==> src/rtl/fb_pkg.sv <==
// Frame-buffer geometry shared by the write-back path and the write arbiter.
package fb_pkg;

    localparam int FB_WIDTH  = 640;
    localparam int FB_HEIGHT = 480;
    localparam int FB_ADDR_W = 19;
    localparam int FB_DATA_W = 24;
    localparam int FB_PIXELS = FB_WIDTH * FB_HEIGHT;

    typedef struct packed {
        logic [FB_ADDR_W-1:0] addr;
        logic [FB_DATA_W-1:0] rgb;
        logic                 last;
    } fb_pixel_t;

endpackage

==> src/rtl/fb_write_arbiter_if.sv <==
// Pixel-core input handshake plus frame-buffer port-A write side of the arbiter.
interface fb_write_arbiter_if #(
    parameter int NUM_CORES = 2,
    parameter int COORD_W   = 11,
    parameter int DATA_W    = 24,
    parameter int ADDR_W    = 19
);
    logic [NUM_CORES-1:0]         in_valid;
    logic [NUM_CORES-1:0]         in_ready;
    logic [NUM_CORES*COORD_W-1:0] in_x;
    logic [NUM_CORES*COORD_W-1:0] in_y;
    logic [NUM_CORES*DATA_W-1:0]  in_rgb;
    logic                         wea;
    logic [ADDR_W-1:0]            addra;
    logic [DATA_W-1:0]            dina;
    logic                         frame_done;
    logic [ADDR_W:0]              pixel_count;
    logic                         dropped;

    modport master (
        output in_valid, in_x, in_y, in_rgb,
        input  in_ready, wea, addra, dina, frame_done, pixel_count, dropped
    );

    modport slave (
        input  in_valid, in_x, in_y, in_rgb,
        output in_ready, wea, addra, dina, frame_done, pixel_count, dropped
    );
endinterface

==> src/rtl/fb_write_arbiter_rr.sv <==
// Combinational round-robin picker: first valid at or above ptr_i (with wrap) wins.
module rr_arbiter #(
    parameter int N  = 2,
    parameter int IW = (N > 1) ? $clog2(N) : 1
) (
    input  logic [N-1:0]  valid_i,
    input  logic [IW-1:0] ptr_i,
    output logic [N-1:0]  grant_o,
    output logic [IW-1:0] idx_o,
    output logic          any_o
);
    logic [2*N-1:0] dbl;
    logic [N-1:0]   rot;
    logic [IW:0]    sum;

    always_comb begin
        dbl   = {valid_i, valid_i};
        rot   = N'(dbl >> ptr_i);
        sum   = '0;
        any_o = 1'b0;
        idx_o = '0;
        // rot[k] is core (ptr+k) mod N, so the lowest set bit is the winner
        for (int k = 0; k < N; k++) begin
            if (!any_o && rot[k]) begin
                any_o = 1'b1;
                sum   = (IW+1)'(ptr_i) + (IW+1)'(k);
            end
        end
        if (sum >= (IW+1)'(N)) begin
            sum = sum - (IW+1)'(N);
        end
        idx_o   = IW'(sum);
        grant_o = any_o ? (N'(1) << idx_o) : '0;
    end
endmodule

==> src/rtl/fb_write_arbiter.sv <==
// Merges NUM_CORES pixel streams into one frame-buffer write port: round-robin
// grant, linear address, off-screen drop, output pipeline and frame counting.
module fb_write_arbiter
    import fb_pkg::*;
#(
    parameter int NUM_CORES  = 2,
    parameter int COORD_W    = 11,
    parameter int DATA_W     = FB_DATA_W,
    parameter int ADDR_W     = FB_ADDR_W,
    parameter int WIDTH      = FB_WIDTH,
    parameter int HEIGHT     = FB_HEIGHT,
    parameter int OUT_STAGES = 2
) (
    input  logic                clk,
    input  logic                rst_n,
    input  logic                frame_clear,
    fb_write_arbiter_if.slave   bus
);
    localparam int IW     = (NUM_CORES > 1) ? $clog2(NUM_CORES) : 1;
    localparam int PIXELS = WIDTH * HEIGHT;
    localparam logic [ADDR_W:0] PIX_L = (ADDR_W+1)'(PIXELS);

    typedef struct packed {
        logic [ADDR_W-1:0] addr;
        logic [DATA_W-1:0] rgb;
        logic              last;
    } stage_t;

    logic [IW-1:0]        rr_ptr_q, rr_ptr_d;
    logic [NUM_CORES-1:0] grant;
    logic [IW-1:0]        gnt_idx;
    logic                 gnt_any;
    logic                 xfer;
    logic [COORD_W-1:0]   sel_x, sel_y;
    logic [DATA_W-1:0]    sel_rgb;
    logic                 in_range;
    logic [ADDR_W-1:0]    lin_addr;
    logic [ADDR_W:0]      cnt_q, cnt_d, cnt_inc;
    logic                 dropped_q, dropped_d;
    logic                 last_d;
    logic                 s0_vld_d;

    logic [OUT_STAGES:0]  vld_q;
    stage_t               pix_q [0:OUT_STAGES];

    rr_arbiter #(.N(NUM_CORES), .IW(IW)) u_rr (
        .valid_i (bus.in_valid),
        .ptr_i   (rr_ptr_q),
        .grant_o (grant),
        .idx_o   (gnt_idx),
        .any_o   (gnt_any)
    );

    assign bus.in_ready = rst_n ? grant : '0;
    assign xfer         = gnt_any & rst_n;

    always_comb begin
        sel_x   = '0;
        sel_y   = '0;
        sel_rgb = '0;
        for (int c = 0; c < NUM_CORES; c++) begin
            if (grant[c]) begin
                sel_x   = bus.in_x[c*COORD_W +: COORD_W];
                sel_y   = bus.in_y[c*COORD_W +: COORD_W];
                sel_rgb = bus.in_rgb[c*DATA_W +: DATA_W];
            end
        end
        in_range = (int'(sel_x) < WIDTH) && (int'(sel_y) < HEIGHT);
        // 640 = 512 + 128, so the common case needs no multiplier
        if (WIDTH == 640) begin
            lin_addr = (ADDR_W'(sel_y) << 9) + (ADDR_W'(sel_y) << 7) + ADDR_W'(sel_x);
        end else begin
            lin_addr = ADDR_W'(sel_y) * ADDR_W'(WIDTH) + ADDR_W'(sel_x);
        end
    end

    always_comb begin
        rr_ptr_d  = rr_ptr_q;
        cnt_inc   = (frame_clear ? '0 : cnt_q) + (ADDR_W+1)'(1);
        cnt_d     = frame_clear ? '0 : cnt_q;
        dropped_d = frame_clear ? 1'b0 : dropped_q;
        last_d    = 1'b0;
        s0_vld_d  = xfer & in_range;
        if (xfer) begin
            rr_ptr_d = (gnt_idx == IW'(NUM_CORES-1)) ? '0 : gnt_idx + IW'(1);
            if (in_range) begin
                if (cnt_inc == PIX_L) begin
                    cnt_d  = '0;
                    last_d = 1'b1;
                end else begin
                    cnt_d = cnt_inc;
                end
            end else begin
                dropped_d = 1'b1;
            end
        end
    end

    always_ff @(posedge clk or negedge rst_n) begin
        if (!rst_n) begin
            rr_ptr_q  <= '0;
            cnt_q     <= '0;
            dropped_q <= 1'b0;
            vld_q     <= '0;
            for (int s = 0; s <= OUT_STAGES; s++) begin
                pix_q[s] <= '0;
            end
        end else begin
            rr_ptr_q  <= rr_ptr_d;
            cnt_q     <= cnt_d;
            dropped_q <= dropped_d;
            vld_q[0]  <= s0_vld_d;
            if (s0_vld_d) begin
                pix_q[0] <= '{addr: lin_addr, rgb: sel_rgb, last: last_d};
            end
            // payload only moves with a valid pixel so idle cycles keep the bus quiet
            for (int s = 1; s <= OUT_STAGES; s++) begin
                vld_q[s] <= vld_q[s-1];
                if (vld_q[s-1]) begin
                    pix_q[s] <= pix_q[s-1];
                end
            end
        end
    end

    assign bus.wea         = vld_q[OUT_STAGES];
    assign bus.addra       = pix_q[OUT_STAGES].addr;
    assign bus.dina        = pix_q[OUT_STAGES].rgb;
    assign bus.frame_done  = vld_q[OUT_STAGES] & pix_q[OUT_STAGES].last;
    assign bus.pixel_count = cnt_q;
    assign bus.dropped     = dropped_q;
endmodule

==> src/flat_wrapper.sv <==
// flat-port wrapper written by rule: the top's interface ports become plain ports
module fb_write_arbiter_flat import fb_pkg::*;
#(
    parameter int NUM_CORES  = 2,
    parameter int COORD_W    = 11,
    parameter int DATA_W     = FB_DATA_W,
    parameter int ADDR_W     = FB_ADDR_W,
    parameter int WIDTH      = FB_WIDTH,
    parameter int HEIGHT     = FB_HEIGHT,
    parameter int OUT_STAGES = 2
)
  (clk, rst_n, frame_clear, bus_in_valid, bus_in_x, bus_in_y, bus_in_rgb, bus_in_ready, bus_wea, bus_addra, bus_dina, bus_frame_done, bus_pixel_count, bus_dropped);
  fb_write_arbiter_if #(.NUM_CORES(NUM_CORES), .COORD_W(COORD_W), .DATA_W(DATA_W), .ADDR_W(ADDR_W)) bus_i ();
  input  logic clk;
  input  logic rst_n;
  input  logic frame_clear;
  input wire logic [$bits(bus_i.in_valid)-1:0] bus_in_valid;
  input wire logic [$bits(bus_i.in_x)-1:0] bus_in_x;
  input wire logic [$bits(bus_i.in_y)-1:0] bus_in_y;
  input wire logic [$bits(bus_i.in_rgb)-1:0] bus_in_rgb;
  output wire logic [$bits(bus_i.in_ready)-1:0] bus_in_ready;
  output wire logic [$bits(bus_i.wea)-1:0] bus_wea;
  output wire logic [$bits(bus_i.addra)-1:0] bus_addra;
  output wire logic [$bits(bus_i.dina)-1:0] bus_dina;
  output wire logic [$bits(bus_i.frame_done)-1:0] bus_frame_done;
  output wire logic [$bits(bus_i.pixel_count)-1:0] bus_pixel_count;
  output wire logic [$bits(bus_i.dropped)-1:0] bus_dropped;
  assign bus_i.in_valid = bus_in_valid;
  assign bus_i.in_x = bus_in_x;
  assign bus_i.in_y = bus_in_y;
  assign bus_i.in_rgb = bus_in_rgb;
  assign bus_in_ready = bus_i.in_ready;
  assign bus_wea = bus_i.wea;
  assign bus_addra = bus_i.addra;
  assign bus_dina = bus_i.dina;
  assign bus_frame_done = bus_i.frame_done;
  assign bus_pixel_count = bus_i.pixel_count;
  assign bus_dropped = bus_i.dropped;
  fb_write_arbiter #(.NUM_CORES(NUM_CORES), .COORD_W(COORD_W), .DATA_W(DATA_W), .ADDR_W(ADDR_W), .WIDTH(WIDTH), .HEIGHT(HEIGHT), .OUT_STAGES(OUT_STAGES)) u_core (.clk(clk), .rst_n(rst_n), .frame_clear(frame_clear), .bus(bus_i));
endmodule
==> config.mk <==
export PLATFORM = sky130hd
export DESIGN_NAME = fb_write_arbiter_flat
export DESIGN_NICKNAME = d
export VERILOG_FILES = /design/src/rtl/fb_pkg.sv /design/src/rtl/fb_write_arbiter_if.sv /design/src/rtl/fb_write_arbiter_rr.sv /design/src/rtl/fb_write_arbiter.sv /design/src/flat_wrapper.sv
export SDC_FILE = /design/constraint.sdc
export NUM_CORES = 1
export LEC_CHECK = 0
export BUFFER_PORTS_ARGS = -buffer_cell sky130_fd_sc_hd__buf_2
export CAP_MARGIN = 25
export CELL_PAD_IN_SITES_DETAIL_PLACEMENT = 1
export CELL_PAD_IN_SITES_GLOBAL_PLACEMENT = 1
export CORE_ASPECT_RATIO = 1.75
export CORE_MARGIN = 1
export CORE_UTILIZATION = 40
export CTS_CLUSTER_DIAMETER = 150
export CTS_CLUSTER_SIZE = 25
export DETAILED_ROUTE_END_ITERATION = 7
export GPL_TIMING_DRIVEN = 0
export HOLD_SLACK_MARGIN = 0.03
export PLACE_DENSITY_LB_ADDON = 0.1
export SLEW_MARGIN = 0
export SYNTH_ARGS = -nofsm -noshare
export SYNTH_HDL_FRONTEND = slang
export SYNTH_SLANG_ARGS = --single-unit
==> constraint.sdc <==
create_clock -name clk -period 9.5 [get_ports clk]
set_input_delay 0.475 -clock clk [delete_from_list [all_inputs] [get_ports clk]]
set_output_delay 0.475 -clock clk [all_outputs]
set_load 0.05 [all_outputs]
Word level (Yosys, flattened, before mapping) --
Cells that the tools add are included.
Storage, ports and cells: flip-flop bits (word level) 157, bits in latches 0, memory bits (writable) 0, bits in read-only memories 0, input port bits 97, output and inout bits 68, logic and storage cells 55, memories 0
Cells by class: add/subtract/negate cells 6, $mul 0, div/mod/pow operators 0, $lt $le $gt $ge 3, eq/ne operators 1, shift-type cells 2, multiplexer cells 24, bitwise operators 3, reductions and logical operators 3
Operator list (number):
- 20-bit two-way mux | 4
- 24-bit two-way mux | 2
- 11-bit two-way mux | 4
- 20-bit by 1-bit adder with 20-bit output, second input constant | 1
- 20-bit by 19-bit == test with 1-bit output, second input constant | 1
- 19-bit by 11-bit adder with 19-bit output | 1
- 19-bit by 18-bit adder with 19-bit output | 1
- 11-bit by 10-bit < comparator with 1-bit output, second input constant | 1
- 11-bit by 9-bit < comparator with 1-bit output, second input constant | 1
- 1-bit two-way mux | 11
- 2-bit two-way mux | 3
- 4-bit by 1-bit right shift with 2-bit output | 1
- 1-bit bitwise AND | 3
- 1-bit by 1-bit adder with 2-bit output, second input constant | 1
- 2-bit greater-or-equal comparator, second input constant | 1
- 1-bit logical AND | 2
- 1-bit by 1-bit left shift with 2-bit output, first input constant | 1
- 1-bit adder, second input constant | 1
- 1-bit zero test | 1
- 1-bit subtractor, second input constant | 1

Logic depth before layout (Yosys ltp) --
depth in word-level cells 15, mapped depth 17, gate-level depth less buffers 15

Hierarchy --
A second synthesis with hierarchy kept.
Second synthesis, totals: cell total of the unflattened synthesis 718, area total of the unflattened synthesis 7856.3 um^2
Modules (own cells, without submodules):
- fb_write_arbiter | times used 1, cells each 713, area each 7823.8 um^2, seq. area each 3928.8 um^2
- rr_arbiter | times used 1, cells each 5, area each 32.5 um^2, seq. area each 0.0 um^2

Worst setup path before layout --
No wires, ideal clock.
path kind input-to-reg, from in bus_in_valid[0], to reg u_core.pix_q[131] (netlist name), setup time 0.125 ns, data arrival time 3.836 ns, data required time 9.375 ns, slack 5.539 ns, stages 14, buffers on the path 1, cells stage by stage a21boi_1 > clkbuf_1 > a22o_1 > inv_1 > fa_1 > inv_1 > fa_1 > a21o_1 > a21oi_1 > o21ai_0 > o41ai_1 > o21ai_0 > xnor2_1 > mux2_2
On the way: word-level cells in the longest chain between the ends 14, elaborated cells between the ends (all ways) 23, classes of those cells add/sub: 3; order compare: 3; shift: 2; mux: 10; bitwise: 2; reduce/logical: 3
Ends and longest elaborated chain:
- start: declaration | line flat_wrapper.sv:17 | input wire logic [$bits(bus_i.in_valid)-1:0] bus_in_valid;
- 4-bit by 1-bit right shift with 2-bit output (*) | line fb_write_arbiter_rr.sv:18 | rot = N'(dbl >> ptr_i);
- parallel branches: the longest is 13 deep, another holds 19-bit by 18-bit adder with 19-bit output
- end signal: indexed assignment | line fb_write_arbiter.sv:120 | pix_q[s] <= pix_q[s-1];
- end: declaration | line fb_write_arbiter.sv:44 | stage_t pix_q [0:OUT_STAGES];
Mark *: on every way between the ends. A chain may end at the register's enable or synchronous reset.

Worst setup path after layout --
from reg u_core.rr_ptr_q, to reg u_core.pix_q[131] (netlist name)
On the way: word-level cells in the longest chain between the ends 14, elaborated cells between the ends (all ways) 24, classes of those cells add/sub: 4; order compare: 3; shift: 2; mux: 10; bitwise: 2; reduce/logical: 3
Ends and longest elaborated chain:
- start: declaration | line fb_write_arbiter.sv:29 | logic [IW-1:0] rr_ptr_q, rr_ptr_d;
- start signal: assignment | line fb_write_arbiter.sv:109 | rr_ptr_q <= rr_ptr_d;
- parallel branches: the longest is 14 deep, another holds 19-bit by 18-bit adder with 19-bit output
Several ways; the timed one is not identified.

==> qor.yml <==
logic_synthesis:
  ys_types: 59
  yosysMostFrequentCell: "dfrtp_1"
  synth-warning-count: 0
  yosysTopAreaCell: "dfrtp_1"
  syn-cell-area_mm2: 0.00788
  synthArstFlopShare_pct: 100
  synthTopCellsByCount: "dfrtp_1, mux2_2, nor2_1"
  seq_area_frac_synth_pct: 49.8
  yosys_most_used_dff: "dfrtp_1"
  synth_area_per_cell_um2: 11.3
  syn_inst: 697
  synth_seq_cells: 157
  synth_area_leaders: "dfrtp_1, mux2_2, buf_4"
  syn_nets: 816
  synth-edff-count: 0
  synth_top_area_share_pct: 49.8
global_route:
  grt_pass1_vias: 6582
  grt_use_met1_pct: 25.5
  antenna_found_initial: 0
  grt.met2_usage_pct: 41.2
  grtUsageTotal_pct: 22.4
  grt_pass1_wl_um: 34700
  grt_max_degree: 83
  busiest_layer: "met2"
  grt_overflow_total: 0
  gr-usage-met3_pct: 3.79
sta:
  worst_pin_slew_ns: 0.759
  fin_crit_sh_pct: 49.5
  grt_setup_unrepaired: "false"
  finClkSkew_ns: 0.0103
  fin_crit_ns: 4.70
  setup_violations: 0
  slew_headroom_pct: 49.4
  tns_ns: 0
  fmax_mhz: 213
  hold_viol: 0
  drv_slew: 0
worst_hold_path:
  hp-class: "primary input to asynchronous set/reset pin"
floorplanning:
  core_area_mm2: 0.0192
  die-area_mm2: 0.0203
  initial_core_util_pct: 41.1
  fp.dieW_um: 108
  die_h_um: 188
  row_count: 67
  io_pins: 165
setup_path:
  arrival_ns: 5.02
  worstPathRequired_ns: 9.82
  cp-end-kind: "register"
  cp_max_fo: 10
  setup.worst_path.class: "register to register"
  worst_setup_path_start_kind: "register"
clock_tree:
  htree_num_levels: 4
  clk_path_buf_depth: 2
  cts_buffers: 17
  clk_pin_slew_ns: 0.06
  clk_latency_ns: 0.43
  ctsHoldBuffers: 0
  cts_setup_buffers: 0
  cts.sinks: 157
  ctsResizeCount: 0
  root_buffer: "clkbuf_16"
  cts_tree: "built"
job:
  max_cap_viol_count: 0
pwr:
  p_switching_mw: 1.04
  power_leakage_nw: 4.46
  p_per_area_mw_per_mm2: 290
  p_seq_share_pct: 38.6
  irDropWorstVdd_uv: 181
  internal_power_mw: 1.75
  combPwrFrac_pct: 38.0
  pwr-share-clk_pct: 23.3
  power.share.switching_pct: 37.2
finish:
  fill_cells: 2156
  n_antenna_cell: 0
  final_cell_area_mm2: 0.00960
  post_route_cells_drive_above_1_share_pct: 40.6
  fin_cells: 1133
  nNetsFinal: 999
  syn_to_final_growth_pct: 21.7
place:
  place.gp.congestion: 0.822
  place_hpwl_um: 15500
  placed_area_mm2: 0.00903
  place_inst: 1102
  portBuffers: 163
route:
  drt_pass1_iterations: 4
  wire_per_inst_um: 18.4
  via_per_inst: 5.29
  drc_errors: 0
  first_iter_violations: 194
  dr_total_vias: 5994
  final_antenna_net_count: 0
  finalWirelength_um: 20900
status:
  outcome: "completed"
-- routing by layer --
| metal | vias to the layer above | part of all wire (%) | wire (um) |
|---|---|---|---|
| li1 | 2810 | - | - |
| met2 | 155 | 55 | 11500 |
| met4 | 0 | 1.9 | 407 |
| met5 | - | 0 | 0 |
| met3 | 29 | 3.3 | 692 |
| met1 | 3000 | 40 | 8270 |
-- worst paths after layout --
path                                       from             endpoint  slack (ns)  cells past startpoint
max in group asynchronous                 rst_n   u_core.bus.dina[2]        8.56                      2
worst max register to register  u_core.rr_ptr_q    u_core.pix_q[131]        4.80                     14
worst max-delay path            u_core.rr_ptr_q    u_core.pix_q[131]        4.80                     14
worst min-delay path                      rst_n  u_core.bus.dina[19]        0.09                      1
min in group clk                  bus_in_rgb[2]     u_core.pix_q[91]        0.34                      3
worst min register to register  u_core.vld_q[0]      u_core.vld_q[1]        0.40                      0
-- sequential cells by signal, summed over array words and instances, names as in the netlist --
name,count
u_core.bus.addra,19
u_core.bus.dina,24
u_core.bus.dropped,1
u_core.bus.pixel_count,20
u_core.pix_q,89
u_core.rr_ptr_q,1
u_core.vld_q,3
-- power by group through the flow --
| stage | registers [mW] | clock network (mW) | logic [mW] |
|---|---|---|---|
| after CTS | 1.08 | 0.667 | 1.08 |
| after detailed placement | 1.09 | 0 | 1.07 |
| after global placement | 1.06 | 0 | 1.04 |
| after global routing | 1.11 | 0.693 | 1.14 |
| final | 1.08 | 0.650 | 1.06 |
| after floorplan | 1.04 | 0 | 0.843 |
-- layout make-up --
class | count | area [um2] | area share, %
inverters | 12 | 45.0 | 0.469
flip-flops and latches | 157 | 3930 | 40.9
multi-input cells | 444 | 3410 | 35.5
clock buffers | 21 | 470 | 4.90
repair buffers | 164 | 850 | 8.85
well taps | 241 | 302 | 3.14
clock inverters | 10 | 91.3 | 0.952
plain buffers | 84 | 499 | 5.20
-- kinds of logic (layout without fill, tap and decap cells) --
group,count (synthesis),after routing,share of synthesized area (%)
flip-flops,157,157,49.8
AO/OA/AOI/OAI,134,134,11.5
XOR/XNOR,29,29,3.22
multiplexers,100,100,14.3
buffers and inverters,96,291,6.90
AND/OR/NAND/NOR,159,159,10.6
adder cells (fa/ha/maj),22,22,3.68
-- placed cells by master, fill, tap and decap left out, drive strengths merged, types with 2 or more instances in the layout --
master / count
mux2: 100
o41ai: 4
clkinvlp: 5
a22oi: 33
a21o: 3
and2b: 2
a32oi: 4
nand4: 14
clkbuf: 44
nor2b: 4
ha: 20
nand3: 11
and3: 4
nor3: 11
nand2b: 6
or2: 2
a22o: 11
o21bai: 2
nor4: 4
and4: 3
xnor2: 18
o211ai: 2
a21oi: 44
xor2: 11
o2111ai: 2
nor2: 58
fa: 2
nand2: 26
a32o: 2
inv: 12
buf: 225
clkinv: 4
o21ai: 14
o32ai: 2
a31oi: 3
and2: 8
dfrtp: 157
-- worst max-delay path, stage by stage (launching register included) --
cell and delay, ns:
dfrtp_1 0.41, a21boi_1 0.55, clkbuf_1 0.50, a22o_1 0.26
inv_1 0.08, fa_1 0.53, inv_1 0.07, fa_1 0.46
a21o_1 0.18, a21oi_1 0.20, o21ai_0 0.17, o41ai_1 0.47
o21ai_0 0.20, xnor2_1 0.21, mux2_2 0.29
-- stage by stage --
step	total power, mW	util, %	hold WS [ns]	setup WS [ns]
2_1_floorplan	1.88	-	0.179	5.54
3_3_place_gp	2.10	46.9	0.360	4.15
3_5_place_dp	2.15	47.1	0.365	4.53
4_1_cts	2.82	50.0	0.113	4.74
5_1_grt	2.95	50.0	0.141	4.31
6_report	2.79	50.0	0.0895	4.80
Note: power is estimated with default switching activity, not from simulation.
